File: config.mk
export PLATFORM = sky130hd
export DESIGN_NAME = load_store_unit_flat
export DESIGN_NICKNAME = d
export VERILOG_FILES = /design/src/rtl/load_store_unit_if.sv /design/src/rtl/load_store_unit.sv /design/src/flat_wrapper.sv
export SDC_FILE = /design/constraint.sdc
export NUM_CORES = 1
export LEC_CHECK = 0
export ABC_AREA = 0
export BUFFER_PORTS_ARGS = -buffer_cell sky130_fd_sc_hd__buf_2
export CORE_ASPECT_RATIO = 1.75
export CORE_MARGIN = 3
export CORE_UTILIZATION = 40
export DETAILED_ROUTE_END_ITERATION = 6
export PLACE_DENSITY = 0.66
export REMOVE_ABC_BUFFERS = 1
export SYNTH_ARGS = -nofsm -noshare
export SYNTH_HDL_FRONTEND = slang
export SYNTH_SLANG_ARGS = --single-unit
File: constraint.sdc
create_clock -name clk -period 6.38 [get_ports clk]
set_input_delay 1.276 -clock clk [delete_from_list [all_inputs] [get_ports clk]]
set_output_delay 1.276 -clock clk [all_outputs]
set_load 0.05 [all_outputs]
File: src/rtl/load_store_unit_if.sv
// Request/response and memory-side signal bundle for load_store_unit.
//   slave  : the load/store unit itself (takes requests, drives the memory)
//   master : the execute stage plus memory model on the other side
// Signals:
//   req_valid/req_ready handshake, req_write, req_size, req_signed,
//   req_addr, req_wdata          : execute-stage request
//   resp_valid, resp_rdata, resp_err : single-cycle response
//   mem_enable, mem_rd, mem_wr, mem_address, mem_data_in, mem_data_out
//                                : 256-word data memory port
interface load_store_unit_if;
    logic        req_valid;
    logic        req_ready;
    logic        req_write;
    logic [1:0]  req_size;
    logic        req_signed;
    logic [31:0] req_addr;
    logic [31:0] req_wdata;
    logic        resp_valid;
    logic [31:0] resp_rdata;
    logic        resp_err;
    logic        mem_enable;
    logic        mem_rd;
    logic        mem_wr;
    logic [31:0] mem_address;
    logic [31:0] mem_data_in;
    logic [31:0] mem_data_out;

    modport slave (
        input  req_valid, req_write, req_size, req_signed, req_addr, req_wdata,
               mem_data_out,
        output req_ready, resp_valid, resp_rdata, resp_err,
               mem_enable, mem_rd, mem_wr, mem_address, mem_data_in
    );

    modport master (
        output req_valid, req_write, req_size, req_signed, req_addr, req_wdata,
               mem_data_out,
        input  req_ready, resp_valid, resp_rdata, resp_err,
               mem_enable, mem_rd, mem_wr, mem_address, mem_data_in
    );
endinterface

File: src/rtl/load_store_unit.sv
// Load/store unit: turns byte-addressed load/store requests into word-wide
// memory cycles, with read-modify-write for byte/halfword stores and
// lane extraction plus sign/zero extension for sub-word loads.
// Ports:
//   clk : clock, rising edge
//   rst : asynchronous active-high reset
//   bus : load_store_unit_if.slave (request, response and memory signals)
// Optional build macro LSU_ALIGN_CHECK_EN: misaligned halfword/word requests
// complete immediately with resp_err=1 and no memory cycle. Without it the
// low address bits are forced to alignment and resp_err stays 0.
//
// state     | meaning
// ----------+------------------------------------------------
// IDLE      | req_ready high, waiting for a request
// READ      | memory read cycle for a load
// EXTRACT   | capture lane of read data into resp_rdata
// RMW_RD    | memory read cycle for a sub-word store
// RMW_MERGE | splice store data into the read word
// WRITE     | memory write cycle
// DONE      | resp_valid pulse
module load_store_unit #(
    parameter int MEM_AW = 8,
    parameter int DATA_W = 32
) (
    input  logic             clk,
    input  logic             rst,
    load_store_unit_if.slave bus
);
    localparam int AW = MEM_AW + 2;

    typedef enum logic [2:0] {
        IDLE, READ, EXTRACT, RMW_RD, RMW_MERGE, WRITE, DONE
    } state_t;

    state_t            state_q, state_d;
    logic [AW-1:0]     addr_q, addr_d;
    logic [1:0]        size_q, size_d;
    logic              signed_q, signed_d;
    logic              write_q, write_d;
    logic [15:0]       wdata_q, wdata_d;
    logic [DATA_W-1:0] merged_q, merged_d;
    logic [DATA_W-1:0] rdata_q, rdata_d;
    logic              err_q, err_d;

    logic [AW-1:0]     acc_addr;
    logic              misaligned;
    logic [7:0]        lane_byte;
    logic [15:0]       lane_half;
    logic [DATA_W-1:0] load_ext;
    logic [DATA_W-1:0] store_merge;
    logic              ready, en, rd, wr;
    logic              unused_addr_bits;

    // Upper address bits fall outside the 256-word memory and wrap away.
    assign unused_addr_bits = ^bus.req_addr[DATA_W-1:AW];

`ifdef LSU_ALIGN_CHECK_EN
    always_comb begin
        misaligned = 1'b0;
        if (bus.req_size == 2'b01 && bus.req_addr[0])
            misaligned = 1'b1;
        else if (bus.req_size[1] && bus.req_addr[1:0] != 2'b00)
            misaligned = 1'b1;
    end
    assign acc_addr = bus.req_addr[AW-1:0];
`else
    assign misaligned = 1'b0;
    always_comb begin
        acc_addr = bus.req_addr[AW-1:0];
        if (bus.req_size[1])
            acc_addr[1:0] = 2'b00;
        else if (bus.req_size[0])
            acc_addr[0] = 1'b0;
    end
`endif

    // Little-endian lane select; size 11 behaves as a word.
    always_comb begin
        lane_byte   = bus.mem_data_out[{addr_q[1:0], 3'b000} +: 8];
        lane_half   = bus.mem_data_out[{addr_q[1], 4'b0000} +: 16];
        load_ext    = bus.mem_data_out;
        store_merge = bus.mem_data_out;
        case (size_q)
            2'b00: begin
                load_ext = signed_q ? {{(DATA_W-8){lane_byte[7]}}, lane_byte}
                                    : {{(DATA_W-8){1'b0}}, lane_byte};
                store_merge[{addr_q[1:0], 3'b000} +: 8] = wdata_q[7:0];
            end
            2'b01: begin
                load_ext = signed_q ? {{(DATA_W-16){lane_half[15]}}, lane_half}
                                    : {{(DATA_W-16){1'b0}}, lane_half};
                store_merge[{addr_q[1], 4'b0000} +: 16] = wdata_q;
            end
            default: ;
        endcase
    end

    always_comb begin
        state_d  = state_q;
        addr_d   = addr_q;
        size_d   = size_q;
        signed_d = signed_q;
        write_d  = write_q;
        wdata_d  = wdata_q;
        merged_d = merged_q;
        rdata_d  = rdata_q;
        err_d    = err_q;
        ready    = 1'b0;
        en       = 1'b0;
        rd       = 1'b0;
        wr       = 1'b0;
        case (state_q)
            IDLE: begin
                ready = 1'b1;
                if (bus.req_valid) begin
                    addr_d   = acc_addr;
                    size_d   = bus.req_size;
                    signed_d = bus.req_signed;
                    write_d  = bus.req_write;
                    wdata_d  = bus.req_wdata[15:0];
                    err_d    = 1'b0;
                    if (misaligned) begin
                        err_d   = 1'b1;
                        rdata_d = '0;
                        state_d = DONE;
                    end else if (!bus.req_write) begin
                        state_d = READ;
                    end else if (bus.req_size[1]) begin
                        // Word stores skip the merge; the write data goes straight out.
                        merged_d = bus.req_wdata;
                        state_d  = WRITE;
                    end else begin
                        state_d = RMW_RD;
                    end
                end
            end
            READ: begin
                en      = 1'b1;
                rd      = 1'b1;
                state_d = EXTRACT;
            end
            EXTRACT: begin
                rdata_d = load_ext;
                state_d = DONE;
            end
            RMW_RD: begin
                en      = 1'b1;
                rd      = 1'b1;
                state_d = RMW_MERGE;
            end
            RMW_MERGE: begin
                merged_d = store_merge;
                state_d  = WRITE;
            end
            WRITE: begin
                en      = 1'b1;
                wr      = 1'b1;
                rdata_d = '0;
                state_d = DONE;
            end
            DONE:    state_d = IDLE;
            default: state_d = IDLE;
        endcase
    end

    always_ff @(posedge clk or posedge rst) begin
        if (rst) begin
            state_q  <= IDLE;
            addr_q   <= '0;
            size_q   <= '0;
            signed_q <= 1'b0;
            write_q  <= 1'b0;
            wdata_q  <= '0;
            merged_q <= '0;
            rdata_q  <= '0;
            err_q    <= 1'b0;
        end else begin
            state_q  <= state_d;
            addr_q   <= addr_d;
            size_q   <= size_d;
            signed_q <= signed_d;
            write_q  <= write_d;
            wdata_q  <= wdata_d;
            merged_q <= merged_d;
            rdata_q  <= rdata_d;
            err_q    <= err_d;
        end
    end

    assign bus.req_ready   = ready;
    assign bus.resp_valid  = (state_q == DONE);
    assign bus.resp_rdata  = rdata_q;
    assign bus.resp_err    = err_q;
    assign bus.mem_enable  = en;
    assign bus.mem_rd      = rd;
    assign bus.mem_wr      = wr;
    assign bus.mem_address = {{(DATA_W-MEM_AW){1'b0}}, addr_q[AW-1:2]};
    assign bus.mem_data_in = merged_q;
endmodule

File: src/flat_wrapper.sv
// flat-port wrapper written by rule: the top's interface ports become plain ports
module load_store_unit_flat 
#(
    parameter int MEM_AW = 8,
    parameter int DATA_W = 32
)
  (clk, rst, bus_req_valid, bus_req_write, bus_req_size, bus_req_signed, bus_req_addr, bus_req_wdata, bus_mem_data_out, bus_req_ready, bus_resp_valid, bus_resp_rdata, bus_resp_err, bus_mem_enable, bus_mem_rd, bus_mem_wr, bus_mem_address, bus_mem_data_in);
  load_store_unit_if bus_i ();
  input  logic clk;
  input  logic rst;
  input wire logic [$bits(bus_i.req_valid)-1:0] bus_req_valid;
  input wire logic [$bits(bus_i.req_write)-1:0] bus_req_write;
  input wire logic [$bits(bus_i.req_size)-1:0] bus_req_size;
  input wire logic [$bits(bus_i.req_signed)-1:0] bus_req_signed;
  input wire logic [$bits(bus_i.req_addr)-1:0] bus_req_addr;
  input wire logic [$bits(bus_i.req_wdata)-1:0] bus_req_wdata;
  input wire logic [$bits(bus_i.mem_data_out)-1:0] bus_mem_data_out;
  output wire logic [$bits(bus_i.req_ready)-1:0] bus_req_ready;
  output wire logic [$bits(bus_i.resp_valid)-1:0] bus_resp_valid;
  output wire logic [$bits(bus_i.resp_rdata)-1:0] bus_resp_rdata;
  output wire logic [$bits(bus_i.resp_err)-1:0] bus_resp_err;
  output wire logic [$bits(bus_i.mem_enable)-1:0] bus_mem_enable;
  output wire logic [$bits(bus_i.mem_rd)-1:0] bus_mem_rd;
  output wire logic [$bits(bus_i.mem_wr)-1:0] bus_mem_wr;
  output wire logic [$bits(bus_i.mem_address)-1:0] bus_mem_address;
  output wire logic [$bits(bus_i.mem_data_in)-1:0] bus_mem_data_in;
  assign bus_i.req_valid = bus_req_valid;
  assign bus_i.req_write = bus_req_write;
  assign bus_i.req_size = bus_req_size;
  assign bus_i.req_signed = bus_req_signed;
  assign bus_i.req_addr = bus_req_addr;
  assign bus_i.req_wdata = bus_req_wdata;
  assign bus_i.mem_data_out = bus_mem_data_out;
  assign bus_req_ready = bus_i.req_ready;
  assign bus_resp_valid = bus_i.resp_valid;
  assign bus_resp_rdata = bus_i.resp_rdata;
  assign bus_resp_err = bus_i.resp_err;
  assign bus_mem_enable = bus_i.mem_enable;
  assign bus_mem_rd = bus_i.mem_rd;
  assign bus_mem_wr = bus_i.mem_wr;
  assign bus_mem_address = bus_i.mem_address;
  assign bus_mem_data_in = bus_i.mem_data_in;
  load_store_unit #(.MEM_AW(MEM_AW), .DATA_W(DATA_W)) u_core (.clk(clk), .rst(rst), .bus(bus_i));
endmodule
==> flow_metrics.py, run 1 <==
metrics = {
    "critical_path": {
        "crit_type": "reg2reg",
        "r2r_end": "u_core.bus.mem_data_in[29]$_DFFE_PP0P_",
        "cp_max_fo": 48,
        "rr_worst_depth": 7,
        "critical_path_arrival_ns": 3.66,
        "endpoint_kind": "flip-flop",
        "timing.rr.start": "u_core.addr_q[1]$_DFFE_PP0P_",
        "r2r_setup_slack_ns": 2.99,
        "required_ns": 6.65,
        "critPathLaunchType": "flip-flop",
    },
    "power_and_ir_drop": {
        "vdd_drop_max_mv": 0.332,
        "total_power_mw": 4.58,
        "p_leak_nw": 3.28,
        "power_per_cell_area_nw_per_um2": 648,
    },
    "place": {
        "dp_worst_setup_slack_ns": 2.97,
        "dp.cells": 905,
        "dpl_cell_area_sq_um": 6690,
        "dpl.hpwl_um": 14800,
        "port-buffer-count": 157,
        "gp_congestion": 0.898,
    },
    "global_route": {
        "grt_first_pass_wirelength_um": 31600,
        "antenna_found_initial": 0,
        "grt_start_max_net_pins": 59,
        "overflow": 0,
        "grt_usage_pct": 24.2,
        "grt_pass1_vias": 5709,
    },
    "route": {
        "dr.first_iter.drc_count": 379,
        "drcViolationCount": 0,
        "wl_per_cell_um": 21.9,
        "viasPerCell": 6.12,
        "antenna_left": 0,
        "first_pass_iters": 5,
        "via_count": 5632,
        "wirelength_um": 20200,
    },
    "clock_network": {
        "hold_buffers": 0,
        "cts-root-buf": "clkbuf_16",
        "clockBufferDepth": 2,
        "numCtsBuffers": 9,
        "insertion_delay_ns": 0.35,
        "cts_tree": "done",
        "cts_resized": 0,
        "htree_num_levels": 3,
        "clkTransAtPathRegs_ns": 0.07,
        "clock-sinks": 96,
        "postCtsSetupRepairBufs": 0,
    },
    "timing": {
        "fin_crit_ns": 3.39,
        "fin_crit_sh_pct": 53.1,
        "setup_viol": 0,
        "rsz0062_at_grt": "no",
        "setup_total_negative_slack_ns": 0,
        "holdWs_ns": 0.481,
        "tightestPinTransition_ns": 1.14,
        "max_freq_mhz": 295,
        "drv_slew": 0,
        "fin_ws_ns": 2.99,
        "fin_skew_ns": 0.0103,
        "timing.slew.headroom_pct": 24.0,
        "hold_violations": 0,
    },
    "worst_hold_path": {
        "hp-class": "reg2reg",
        "min_from": "u_core.bus.mem_data_in[30]$_DFFE_PP0P_",
        "holdPathEnd": "u_core.bus.mem_data_in[30]$_DFFE_PP0P_",
        "whs_path_depth": 1,
    },
    "logic_synthesis": {
        "synth_warnings": 0,
        "synth_top_flop_cell": "dfrtp_1",
        "ys_seq_area_share_pct": 40.0,
        "synth.cell_area_sq_um": 6010,
        "syn_inst": 619,
        "synth_top_cell_area_share_pct": 40.0,
        "synth-async-reset-ratio_pct": 100,
        "yosysTopAreaCell": "dfrtp_1",
        "synth_edf_count": 0,
        "ys_types": 60,
        "synth-seq-cells": 96,
        "synth_area_leaders": "dfrtp_1, mux2_2, buf_4",
        "synth_area_per_cell_sq_um": 9.70,
    },
    "die": {
        "die_area_sq_um": 16600,
        "die_y_um": 168,
        "ios": 205,
        "die_w_um": 98.6,
        "coreArea_sq_um": 14500,
        "initial_core_util_pct": 41.4,
        "row_count": 58,
    },
    "job": {
        "maxCapViolCount": 0,
    },
    "cells_and_area": {
        "fin_area_sq_um": 7060,
        "diodes": 0,
        "drive_above_1_share_pct": 31.6,
        "instances_no_fill": 920,
        "syn2layout_area_growth_pct": 17.6,
        "fill_cells": 1414,
        "fin_util_pct": 48.7,
        "fin_nets": 844,
    },
    "run_status": {
        "run_status": "complete, no violations",
    },
}
## cell families (layout without fill, tap and decap cells)
group	Yosys count	after routing	synth area share, %
DFF	96	96	40.0
muxes	51	51	9.67
buffers and inverters	104	201	9.54
other	1	25	0.0624
and+or+nand+nor	144	144	13.4
adders and majority gates	5	5	1.04
AOI/OAI and AO/OA	218	218	26.3
## layer usage
layer / GRT usage, % / vias to the layer above / share of wire (%)
met4: 10.1 / 0 / 3.0
met1: 30.0 / 2762 / 39
met2: 41.4 / 280 / 51
met3: 3.98 / 47 / 6.4
li1: - / 2543 / -
met5: 0 / - / 0
## where the power goes
group,total [mW],internal (mW),switching (mW)
clock network,0.670,0.432,0.238
registers,1.18,0.908,0.267
logic,2.73,0.837,1.90
## placed cells by master (no fill, tap or decap), drive strengths merged, types with 10 or more instances in the layout
master / count
a21o: 13
a21oi: 29
a221o: 16
a221oi: 10
a22oi: 10
a31oi: 34
a32oi: 10
and3: 11
buf: 170
clkbuf: 10
conb: 25
dfrtp: 96
inv: 14
mux2: 36
mux2i: 13
nand2: 45
nand3: 17
nor2: 17
nor2b: 12
o21ai: 32
## how the worst max path moves through the flow
stage	startpoint	to	slack, ns	cells after the start
after floorplan	rst	u_core.addr_q[0]$_DFFE_PP0P_	2.60	1
after global placement	u_core.addr_q[1]$_DFFE_PP0P_	u_core.bus.mem_data_in[21]$_DFFE_PP0P_	3.06	7
after detailed placement	u_core.addr_q[1]$_DFFE_PP0P_	u_core.bus.mem_data_in[20]$_DFFE_PP0P_	2.97	7
after CTS	u_core.addr_q[1]$_DFFE_PP0P_	u_core.bus.mem_data_in[29]$_DFFE_PP0P_	2.97	7
after global routing	u_core.addr_q[1]$_DFFE_PP0P_	u_core.bus.mem_data_in[16]$_DFFE_PP0P_	2.72	7
final	u_core.addr_q[1]$_DFFE_PP0P_	u_core.bus.mem_data_in[29]$_DFFE_PP0P_	2.99	7
## worst max-delay path, stage by stage (launching register included)
cell and delay [ns]:
dfrtp_1 0.33, buf_4 0.47, clkinv_1 0.55, ha_1 0.40
nor4b_2 0.93, and4b_1 0.31, a2111oi_0 0.10, o2bb2ai_1 0.20
## registers in the layout, summed over array words and instances, names as in the netlist
signal,count
u_core.addr_q,10
u_core.bus.mem_data_in,32
u_core.bus.resp_rdata,32
u_core.signed_q,1
u_core.size_q,2
u_core.state_q,3
u_core.wdata_q,16
## cell usage after synthesis, types with 11 or more instances
library cell and n:
mux2i_1 13, buf_2 26, nor2_1 16, mux2_2 36
a31oi_1 34, dfrtp_1 96, nand2_1 45, a21o_1 13
nand3_1 17, buf_4 34, o21ai_0 31, nor2b_1 12
a221o_1 16, and3_1 11, clkbuf_1 21, inv_1 14
a21oi_1 29
## final cells by class
cell class	count	area, sq um	share of cell area [%]
Sequential cell	96	2400	34.0
Clock inverter	5	129	1.82
Multi-Input combinational cell	443	3120	44.2
Inverter	16	62.6	0.886
Clock buffer	10	239	3.38
Timing Repair Buffer	170	883	12.5
Tap cell	180	225	3.19
(Power assumes the default switching activity.)
==> inputs of run 2 (changes only) <==
- PLACE_DENSITY: 0.66 -> 0.69
- clock period: 6.38 -> 3.1 ns (I/O delays scaled with it)
==> run 2 against run 1 <==
Net effect: final area grew 1.3%; wire length rose by 2.8%; combinational power is 110% higher; clock skew shrank 0.0017 ns; hold slack got worse by 0.13 ns; worst setup slack worse by 2.6 ns; sequential power increased by 100%; first-iteration DRC count increased by 20%; clock power up 70%; final cell count rose by 2.3%; power up 100%; critical path depth stayed put; critical path type unchanged; largest cell class unchanged.
==> flow_metrics.py, run 2 (synthesized netlist as in run 1, its figures left out) <==
metrics = {
    "die": {
        "die_w_um": 98.6,
        "coreArea_sq_um": 14500,
        "die_y_um": 168,
        "ios": 205,
        "initial_core_util_pct": 41.4,
        "die_area_sq_um": 16600,
        "row_count": 58,
    },
    "clock_network": {
        "cts_resized": 0,
        "clkTransAtPathRegs_ns": 0.07,
        "cts-root-buf": "clkbuf_16",
        "postCtsSetupRepairBufs": 0,
        "clock-sinks": 96,
        "htree_num_levels": 3,
        "clockBufferDepth": 2,
        "hold_buffers": 0,
        "numCtsBuffers": 9,
        "cts_tree": "done",
        "insertion_delay_ns": 0.34,
    },
    "global_route": {
        "antenna_found_initial": 0,
        "grt_pass1_vias": 5678,
        "grt_start_max_net_pins": 53,
        "grt_first_pass_wirelength_um": 31900,
        "overflow": 0,
        "grt_usage_pct": 24.1,
    },
    "cells_and_area": {
        "fin_area_sq_um": 7150,
        "layout_commonest_cell": "buf_2",
        "syn2layout_area_growth_pct": 19.1,
        "fin_util_pct": 49.3,
        "drive_above_1_share_pct": 33.2,
        "layout_common_cells": "buf_2, dfrtp_1, nand2_1",
        "fin_nets": 863,
        "fill_cells": 1418,
    },
    "timing": {
        "drv_slew": 0,
        "fin_skew_ns": 0.00861,
        "max_freq_mhz": 367,
        "timing.slew.headroom_pct": 28.0,
        "hold_violations": 0,
        "tightestPinTransition_ns": 1.08,
        "setup_viol": 0,
        "fin_crit_sh_pct": 87.9,
        "rsz0062_at_grt": "no",
        "fin_crit_ns": 2.72,
    },
    "route": {
        "wirelength_um": 20700,
        "wl_per_cell_um": 22.0,
        "antenna_left": 0,
        "dr.first_iter.drc_count": 454,
        "first_pass_iters": 5,
        "via_count": 5755,
        "drcViolationCount": 0,
        "viasPerCell": 6.12,
    },
    "place": {
        "port-buffer-count": 157,
        "dpl_cell_area_sq_um": 6850,
        "gp_congestion": 0.935,
        "dpl.hpwl_um": 15500,
    },
    "critical_path": {
        "crit_type": "reg2reg",
        "endpoint_kind": "flip-flop",
        "critical_path_arrival_ns": 2.89,
        "cp_max_fo": 11,
        "critPathLaunchType": "flip-flop",
        "required_ns": 3.27,
    },
    "worst_hold_path": {
        "hp-class": "in2async",
    },
    "power_and_ir_drop": {
        "vdd_drop_max_mv": 0.608,
        "power_per_cell_area_nw_per_um2": 1310,
        "p_leak_nw": 3.34,
    },
    "job": {
        "maxCapViolCount": 0,
    },
    "run_status": {
        "run_status": "complete, no violations",
    },
}
[run 2: cell types whose count changed in the layout (fill, tap and decap cells not counted), sizes merged]
cell,delta
clkinvlp,+2
bufinv,-3
buf,+19
clkbuf,+2
diode,+1
[run 2: final cells by class]
type / count / area, sq um / area share (%)
diodes: 1 / 2.50 / 0.0350
clock buffers: 12 / 246 / 3.45
clock inverters: 4 / 53.8 / 0.752
inverters: 16 / 62.6 / 0.875
multi-input cells: 443 / 3120 / 43.6
flip-flops and latches: 96 / 2400 / 33.6
well taps: 180 / 225 / 3.15
repair buffers: 189 / 1040 / 14.5
[run 2: where the power goes]
group          leakage, nW  total, mW  internal (mW)  switching (mW)
logic                 2.01       5.83           1.83            4.00
clock network        0.139       1.14          0.651           0.490
registers             1.18       2.38           1.87           0.507
total                 3.34       9.35           4.35            5.00
[run 2: critical path: stages (launching register included)]
cell and delay (ns):
dfrtp_1 0.50, clkinv_1 0.37, ha_1 0.55, nor4b_2 0.22
buf_4 0.18, a32o_1 0.26, a211oi_1 0.39, a31oi_1 0.09
[run 2: metal layers]
layer | track usage [%] | vias up | routed length [um]
li1 | - | 2585 | -
met1 | 30.2 | 2831 | 8140
met2 | 41.2 | 290 | 10500
met3 | 3.73 | 49 | 1320
met4 | 9.75 | 0 | 716
met5 | 0 | - | 0
[run 2: final timing paths]
path / startpoint / end / slack (ns) / depth (start not counted)
hold reg to reg: u_core.bus.mem_data_in[12]$_DFFE_PP0P_ / u_core.bus.mem_data_in[12]$_DFFE_PP0P_ / 0.48 / 1
setup / recovery: u_core.addr_q[1]$_DFFE_PP0P_ / u_core.bus.mem_data_in[21]$_DFFE_PP0P_ / 0.38 / 7
hold / removal: rst / u_core.wdata_q[4]$_DFFE_PP0P_ / 0.35 / 2
setup reg to reg: u_core.addr_q[1]$_DFFE_PP0P_ / u_core.bus.mem_data_in[21]$_DFFE_PP0P_ / 0.38 / 7
max in group asynchronous: rst / u_core.wdata_q[11]$_DFFE_PP0P_ / 2.04 / 3
min in group clk: u_core.bus.mem_data_in[12]$_DFFE_PP0P_ / u_core.bus.mem_data_in[12]$_DFFE_PP0P_ / 0.48 / 1
[run 2: stage by stage]
step	TNS [ns]	std cells	setup WS [ns]	total power [mW]	hold WS (ns)
final	0	941	0.376	9.35	0.347
after global routing	0	940	0.158	9.85	0.385
after CTS	0	940	0.390	9.35	0.379
after detailed placement	0	924	0.414	8.19	0.465
after global placement	0	924	0.453	8.08	0.461
after floorplan	-3.17	555	-0.0872	6.42	0.495
==> inputs of run 3 (changes only) <==
- CTS_BUF_LIST: default -> sky130_fd_sc_hd__clkbuf_8 sky130_fd_sc_hd__clkbuf_16
==> run 3 against run 2 <==
Net effect: clock power is essentially flat; sequential power about the same; critical path depth is the same; register-to-register slack hardly changed; clock-buffer cell count shrank 2; sequential share of layout area is the same.
==> flow_metrics.py, run 3 (synthesized netlist as in run 1, its figures left out) <==
metrics = {
    "run_status": {
        "run_status": "complete, no violations",
    },
    "critical_path": {
        "timing.rr.start": "u_core.addr_q[1]$_DFFE_PP0P_",
        "crit_type": "reg2reg",
        "endpoint": "u_core.bus.mem_data_in[21]$_DFFE_PP0P_",
        "endpoint_kind": "flip-flop",
        "path_cells": "clkinv_1 -> ha_1 -> nor4b_2 -> buf_4 -> a32o_1 -> a211oi_1 -> a31oi_1",
        "r2r_setup_slack_ns": 0.38,
        "required_ns": 3.27,
        "slowest_delay_ns": 0.55,
        "cp_max_fo": 11,
        "worstSetupStartpoint": "u_core.addr_q[1]$_DFFE_PP0P_",
        "critPathSlowestCell": "ha_1",
        "rr_worst_depth": 7,
        "r2r_end": "u_core.bus.mem_data_in[21]$_DFFE_PP0P_",
        "critPathLaunchType": "flip-flop",
        "critical_path_arrival_ns": 2.89,
    },
    "place": {
        "dp_worst_setup_slack_ns": 0.414,
        "port-buffer-count": 157,
        "dpl.hpwl_um": 15500,
        "dp.cells": 924,
        "gp_congestion": 0.935,
        "dpl_cell_area_sq_um": 6850,
    },
    "cells_and_area": {
        "layout_commonest_cell": "buf_2",
        "syn2layout_area_growth_pct": 19.1,
        "fin_area_sq_um": 7150,
        "instances_no_fill": 941,
        "layout_common_cells": "buf_2, dfrtp_1, nand2_1",
        "drive_above_1_share_pct": 33.2,
        "fin_nets": 863,
    },
    "die": {
        "initial_core_util_pct": 41.4,
        "ios": 205,
        "row_count": 58,
        "die_area_sq_um": 16600,
        "die_y_um": 168,
        "coreArea_sq_um": 14500,
        "die_w_um": 98.6,
    },
    "route": {
        "viasPerCell": 6.10,
        "dr.first_iter.drc_count": 459,
        "wl_per_cell_um": 22.0,
        "antenna_left": 0,
        "first_pass_iters": 6,
        "wirelength_um": 20700,
        "via_count": 5737,
        "drcViolationCount": 0,
    },
    "timing": {
        "tightestPinTransition_ns": 1.07,
        "hold_violations": 0,
        "rsz0062_at_grt": "no",
        "fin_skew_ns": 0.00760,
        "fin_crit_ns": 2.72,
        "drv_slew": 0,
        "holdWs_ns": 0.342,
        "fin_crit_sh_pct": 87.8,
        "setup_viol": 0,
        "fin_ws_ns": 0.377,
        "max_freq_mhz": 367,
        "timing.slew.headroom_pct": 28.1,
    },
    "global_route": {
        "overflow": 0,
        "grt_start_max_net_pins": 53,
        "grt_pass1_vias": 5678,
        "grt_usage_pct": 24.1,
        "antenna_found_initial": 0,
        "grt_first_pass_wirelength_um": 31900,
    },
    "clock_network": {
        "insertion_delay_ns": 0.34,
        "clockBufferDepth": 2,
        "cts_resized": 0,
        "numCtsBuffers": 9,
        "cts_tree": "done",
        "cts-root-buf": "clkbuf_16",
        "hold_buffers": 0,
        "htree_num_levels": 3,
        "clock-sinks": 96,
        "clkTransAtPathRegs_ns": 0.07,
        "postCtsSetupRepairBufs": 0,
    },
    "power_and_ir_drop": {
        "p_leak_nw": 3.34,
        "vdd_drop_max_mv": 0.609,
        "power_per_cell_area_nw_per_um2": 1310,
    },
    "job": {
        "maxCapViolCount": 0,
    },
    "worst_hold_path": {
        "hp-class": "in2async",
    },
}
run 3: routing by layer:
layer / part of all wire (%) / track usage [%] / vias to the layer above
met3: 6.5 / 3.73 / 54
met4: 3.6 / 9.75 / 0
met1: 39 / 30.2 / 2807
li1: - / - / 2582
met5: 0 / 0 / -
met2: 51 / 41.2 / 294
run 3: final cells by class:
class                      count  area (sq um)
fill                        1418          7360
multi-input combinational    443          3120
sequential                    96          2400
timing repair buffer         189          1040
clock buffer                  10           239
tap                          180           225
inverter                      16          62.6
clock inverter                 6          61.3
antenna                        1          2.50
run 3: worst min-delay path by stage:
stage                                                      start                                     end  slack (ns)  cells after the start
after CTS                                                    rst           u_core.wdata_q[2]$_DFFE_PP0P_        0.38                      2
final                                                        rst            u_core.addr_q[7]$_DFFE_PP0P_        0.34                      2
after floorplan                    u_core.wdata_q[0]$_DFFE_PP0P_           u_core.wdata_q[0]$_DFFE_PP0P_        0.50                      1
after detailed placement  u_core.bus.mem_data_in[10]$_DFFE_PP0P_  u_core.bus.mem_data_in[10]$_DFFE_PP0P_        0.46                      1
after global routing                                         rst            u_core.addr_q[7]$_DFFE_PP0P_        0.39                      2
after global placement    u_core.bus.mem_data_in[11]$_DFFE_PP0P_  u_core.bus.mem_data_in[11]$_DFFE_PP0P_        0.46                      1
run 3: report_power, final:
group / switching, mW / total, mW / leakage, nW / internal (mW)
Sequential: 0.507 / 2.38 / 1.18 / 1.87
Combinational: 4.00 / 5.83 / 2.01 / 1.83
Clock: 0.492 / 1.14 / 0.147 / 0.644
Total: 5.00 / 9.34 / 3.34 / 4.34
run 3: metrics by stage:
step                      util (%)  TNS [ns]  power (mW)
after CTS                     49.3         0        9.35
after detailed placement      47.2         0        8.19
final                         49.3         0        9.34
after global placement        47.2         0        8.08
after floorplan                  -     -3.17        6.42
after global routing          49.3         0        9.84
run 3: worst max-delay path: cells and delay by family (launching register included):
kind	cells	cell delay [ns]
AOI/OAI and AO/OA	3	0.73
DFF	1	0.50
buffers and inverters	2	0.55
adders and majority gates	1	0.55
and+or+nand+nor	1	0.23
